## src/rtl/unidade_busca.sv

```systemverilog
// rtl/unidade_busca.sv - instruction fetch unit with one outstanding request and a 2-entry {pc, instr} buffer
module unidade_busca #(
   parameter logic [31:0] RESET_PC = 32'h0000_0000
) (
   input  logic        clk,
   input  logic        reset,
   output logic        imem_req,
   output logic [31:0] imem_addr,
   input  logic        imem_ready,
   input  logic        imem_rvalid,
   input  logic [31:0] imem_rdata,
   input  logic        redirect,
   input  logic [31:0] redirect_pc,
   output logic        out_valid,
   input  logic        out_ready,
   output logic [31:0] out_instr,
   output logic [31:0] out_pc,
   output logic [6:0]  out_opcode,
   output logic [2:0]  out_funct3,
   output logic [6:0]  out_funct7
);

   typedef enum logic [1:0] {S_REQ, S_WAIT, S_FLUSH} state_t;

   state_t      r_state;
   state_t      w_next;
   logic [31:0] r_fetch_pc;
   logic [31:0] r_tag;
   logic [31:0] r_pc    [2];
   logic [31:0] r_instr [2];
   logic        r_head;
   logic [1:0]  r_count;
   logic        w_hs;
   logic        w_push;
   logic        w_pop;
   logic        w_wr_idx;
   logic        w_unused;

   assign w_unused  = ^redirect_pc[1:0];
   assign w_wr_idx  = r_head ^ r_count[0];
   assign imem_addr = r_fetch_pc;

   // Outputs are forced to their reset values combinationally so they are clean in the first reset cycle.
   assign out_valid  = (r_count != 2'd0) && !reset;
   assign out_pc     = reset ? 32'd0 : r_pc[r_head];
   assign out_instr  = reset ? 32'd0 : r_instr[r_head];
   assign out_opcode = out_instr[6:0];
   assign out_funct3 = out_instr[14:12];
   assign out_funct7 = out_instr[31:25];

   always_ff @(posedge clk) begin
      if (reset) begin
         r_state <= S_REQ;
      end else begin
         r_state <= w_next;
      end
   end

   always_comb begin
      w_next = r_state;
      case (r_state)
         S_REQ:   if (w_hs) w_next = redirect ? S_FLUSH : S_WAIT;
         S_WAIT:  if (imem_rvalid) w_next = S_REQ;
                  else if (redirect) w_next = S_FLUSH;
         S_FLUSH: if (imem_rvalid) w_next = S_REQ;
         default: w_next = S_REQ;
      endcase
   end

   always_comb begin
      imem_req = (r_state == S_REQ) && (r_count != 2'd2) && !reset;
      w_hs     = imem_req && imem_ready;
      w_push   = (r_state == S_WAIT) && imem_rvalid && !redirect;
      w_pop    = out_valid && out_ready && !redirect;
   end

   always_ff @(posedge clk) begin
      if (reset) begin
         r_fetch_pc <= RESET_PC;
         r_tag      <= 32'd0;
         r_head     <= 1'b0;
         r_count    <= 2'd0;
         for (int i = 0; i < 2; i++) begin
            r_pc[i]    <= 32'd0;
            r_instr[i] <= 32'd0;
         end
      end else begin
         if (redirect) begin
            r_fetch_pc <= {redirect_pc[31:2], 2'b00};
         end else if (w_hs) begin
            r_fetch_pc <= r_fetch_pc + 32'd4;
         end
         if (w_hs) begin
            r_tag <= r_fetch_pc;
         end
         if (redirect) begin
            r_head  <= 1'b0;
            r_count <= 2'd0;
         end else begin
            if (w_push) begin
               r_pc[w_wr_idx]    <= r_tag;
               r_instr[w_wr_idx] <= imem_rdata;
            end
            if (w_pop) begin
               r_head <= ~r_head;
            end
            r_count <= r_count + {1'b0, w_push} - {1'b0, w_pop};
         end
      end
   end

endmodule

```

## config.mk

```make
export PLATFORM = sky130hd
export DESIGN_NAME = unidade_busca
export DESIGN_NICKNAME = d
export VERILOG_FILES = /design/src/rtl/unidade_busca.sv
export SDC_FILE = /design/constraint.sdc
export NUM_CORES = 1
export LEC_CHECK = 0
export BUFFER_PORTS_ARGS = -buffer_cell sky130_fd_sc_hd__buf_2
export CAP_MARGIN = 25
export CORE_UTILIZATION = 28
export CTS_CLUSTER_SIZE = 12
export DETAILED_ROUTE_END_ITERATION = 8
export PLACE_DENSITY = 0.43
export SYNTH_ARGS = -nofsm -noshare
export SYNTH_HDL_FRONTEND = slang
export SYNTH_SLANG_ARGS = --single-unit
```

## constraint.sdc

```tcl
create_clock -name clk -period 5.1 [get_ports clk]
set_input_delay 0.255 -clock clk [delete_from_list [all_inputs] [get_ports clk]]
set_output_delay 0.255 -clock clk [all_outputs]
set_load 0.02 [all_outputs]
```

-- Yosys cells after proc, flatten, opt, wreduce, memory -nomap -nowiden
Memories as Yosys holds them, arrays and structs flattened. A register that Yosys moved wholly into a read port is not among the register bits.
Cells that the tools add are included.
- bits of input ports: 70
- output and inout port bits: 115
- RAM bits: 128
- memory bits (read-only): 0
- word-level logic and storage cells: 62
- memories kept: 2
- latch bits: 0
- register bits after elaboration: 69
- memories (name ; words ; width ; rd ports ; clocked after Yosys merged registers in ; write ports ; line ; RTL):
    r_instr ; 2 ; 32 ; 1 ; 1 ; 2 ; 30 ; logic [31:0] r_instr [2];
    r_pc ; 2 ; 32 ; 1 ; 1 ; 2 ; 29 ; logic [31:0] r_pc [2];
- div/mod/pow operators: 0
- equality and inequality tests: 6
- magnitude comparators: 0
- add/subtract/negate cells: 3
- multiply operators: 0
- shift operators: 0
- reductions and logical operators: 17
- multiplexer cells: 26
- bitwise logic cells: 2
- operators by type and width (cell ; count):
    32-bit 2-to-1 mux ; 6
    32-bit OR reduction ; 2
    32-bit by 3-bit adder with 32-bit output, second input constant ; 1
    1-bit 2-to-1 mux ; 14
    2-bit 2-to-1 mux ; 5
    1-bit logical AND ; 8
    2-bit != test, second input constant ; 3
    2-bit one-hot mux with 3 select lines ; 1
    2-bit nonzero test ; 2
    3-bit != test, second input constant ; 1
    3-bit AND reduction ; 1
    2-bit by 1-bit adder with 2-bit output ; 1
    2-bit by 1-bit equality test with 1-bit output, second input constant ; 1
    2-bit equality test, second input constant ; 1
    1-bit logical NOT ; 2
    2-bit logical NOT ; 1
    2-bit OR reduction ; 1
    2-bit by 1-bit subtractor with 2-bit output ; 1
    1-bit NOT ; 1
    1-bit XOR ; 1

-- Depth between registers and ports, before layout
- depth in word-level cells: 9
- gate-level depth with buffers: 9
- gate-level depth less buffers: 9

-- Least setup slack after synthesis
Ideal clock, no wire load.
- path kind: reg-to-reg
- start: reg r_state[1]
- end: mem r_instr[0][0] (enable)
- path slack: 2.531 ns
- arrival time: 2.177 ns
- library setup time: 0.393 ns
- required time: 4.707 ns
- path buffers: 0
- stages on the path, launching flop included: 5
- clock period less this slack: 2.569 ns
- path through: dfxtp_1 nand2b_1 or2_2 nor3_1 or2_2
- RTL lines (item ; line ; RTL):
    start: declaration ; 25 ; state_t r_state;
    start signal: assignment ; 55 ; r_state <= w_next;
    end: declaration ; 30 ;

==> flow_summary.toml <==
[floorplan]
num_rows = 64
dieWidth_um = 179
start_util = 0.285
die-area_um2 = 32000
die_h_um = 179
io_pins = 185
coreArea_um2 = 30700

[logic_synthesis]
ys_types = 42
synth_edf_count = 124
ys_ff_latch = 190
synth-seq-area-share = 0.576
synth-warning-count = 0
synthesis.area_um2 = 8750
avgSynthCellArea_um2 = 11.0
ys_dominant_reg_cell = "edfxtp_1"
ys_async_sr_fraction = 0
postSynthCellCount = 793

[global_routing]
grt_pass1_vias = 5932
grt_antenna_before_repair = 1
grt_pass1_wl_mm = 34.7
track_usage = 0.145
grt_start_max_net_pins = 71
globalRoute.totalOverflow = 0

[layout]
n_fill_cell = 3169
final_cell_mix = "177 x buf_2, 127 x and2_1, 124 x edfxtp_1, 88 x nor2_1, 80 x nand2_1"
drive_above_1_share = 0.255
layout_commonest_cell = "buf_2"
area_delta_synth_final_pct = 20.2
final_cell_area_um2 = 10500
fin_nets = 1005
diodes = 0

[clock_network]
clk_pin_slew_ns = 0.07
cts_hold_buffers = 0
cts_resized = 0
clk_path_buf_depth = 2
h-tree-depth = 4
cts.sinks = 190
cts_setup_buffers = 0
cts-root-buf = "clkbuf_16"
cts_tree = "done"
numCtsBuffers = 17
clk_latency_ns = 0.43

[min_path]
min_path_type = "input pin to register"
min_to = "imem_addr[8]"
min_from = "redirect_pc[8]"
whs_path_depth = 3

[placed_design]
gp_congestion = 0.720
dp_slack_ns = 2.35
placed_cell_area_um2 = 9920
portBuffers = 178
dp_hpwl_mm = 13.8

[timing]
fmax_mhz = 377
rsz0062_at_grt = "false"
slew_viol_final = 0
period_share = 0.521
layout_setup_ws_ns = 2.44
setup_tns_ns = 0
worst_slew_pin_slew_ns = 0.778
clock-skew-final_ns = 0.0135
finalSetupViolCount = 0
period_minus_slack_ns = 2.66
whs_ns = 0.0823
finalHoldViolCount = 0
max_slew_margin = 0.482

[critical_path]
timing.rr.end = "imem_addr[30]"
cpPeakStageDelay_ns = 0.86
ff2ff_path_depth = 5
critPathLaunchType = "register"
r2r_slack_ns = 2.63
cp_data_arrival_time_ns = 2.40
r2r-start = "r_state[0]"
cp_cell_sequence = "buf_4, mux2i_1, nor2_1, buf_2"
cpMaxStageDelayCell = "dfxtp_4"
worst_setup_path_end_kind = "primary output"
crit_required_ns = 4.85
critPathKind = "register to primary output"
crit_path_max_fanout = 38

[pwr]
p_leak_nw = 4.16
powerDensity_nw_per_um2 = 321
vdd_drop_max_v = 0.000203

[route]
first_iter_violations = 255
antenna_left = 0
vias = 6073
routedWlPerCell_um = 16.8
wl_mm = 22.6
first_pass_iters = 5
via_per_inst = 4.53
drc = 0

[run_status]
outcome = "completed"

[job]
max_cap_violations = 0
-- routing by layer --
metal	track usage	vias up	wire, µm
met5	0	-	11
met4	0.0364	2	222
met3	0.0318	17	928
met2	0.236	158	10500
met1	0.195	2909	10900
li1	-	2987	-
-- metrics by stage --
step,total power [mW],util,std cells
after global placement,2.05,0.322,1307
after floorplan,1.93,-,796
after CTS,3.44,0.343,1341
final,3.38,0.343,1341
after detailed placement,2.05,0.323,1309
after global routing,3.53,0.343,1341
-- worst max-delay path: cells and delay by family (launching register included) --
| family | cells | cell delay, ns |
|---|---|---|
| flops | 1 | 0.86 |
| simple gates | 1 | 0.20 |
| mux | 1 | 0.13 |
| buf+inv | 2 | 0.77 |
-- report_power, final --
group          switching [mW]  internal [mW]
registers              0.0451           1.70
clock network           0.628          0.745
logic                   0.174         0.0940
-- synth_stat cells, types with 13 or more instances --
master    instances  area (µm²)
nand3b_1         29         218
buf_4            22         165
and2_1          127         795
edfxtp_1        124        3720
dfxtp_1          66        1320
mux2i_1          63         631
a211oi_1         15         113
a21oi_1          13        65.1
clkbuf_1         44         165
xnor2_1          26         228
nand2_1          80         300
nor2_1           88         330
-- kinds of logic after synthesis --
family                     after synthesis  share of synthesized area
adders and majority gates                3                    0.00429
other                                    1                   0.000428
DFF                                    190                      0.576
and+or+nand+nor                        383                      0.241
muxes                                   63                     0.0720
buffers and inverters                   78                     0.0433
xor gates and xnor gates                29                     0.0290
AOI/OAI and AO/OA                       46                     0.0340
-- cell type report --
class	instances	area (µm²)	share of cell area
Multi-Input combinational cell	528	3360	0.319
Sequential cell	190	5050	0.480
Tap cell	396	495	0.0471
Clock inverter	11	119	0.0113
Timing Repair Buffer	188	993	0.0944
Clock buffer	21	482	0.0458
Inverter	7	26.3	0.00250
-- state kept, by name, summed over array words and instances, names as in the netlist, named ones only --
| signal | flops |
|---|---|
| r_instr | 64 |
| r_pc | 60 |
| imem_addr | 30 |
| r_tag | 30 |
| r_count | 2 |
| r_state | 2 |
| r_head | 1 |
-- worst max path at each step --
stage                     startpoint             to  slack, ns  cells after the start
after floorplan           r_state[1]  r_instr[0][0]       2.53                      4
after global placement         reset  imem_addr[30]       2.37                      6
after detailed placement       reset  imem_addr[30]       2.35                      6
after CTS                   register  out_opcode[1]       2.33                      4
after global routing        register  out_opcode[4]       2.23                      4
final                       register  out_opcode[1]       2.44                      4
(Power assumes the default switching activity.)
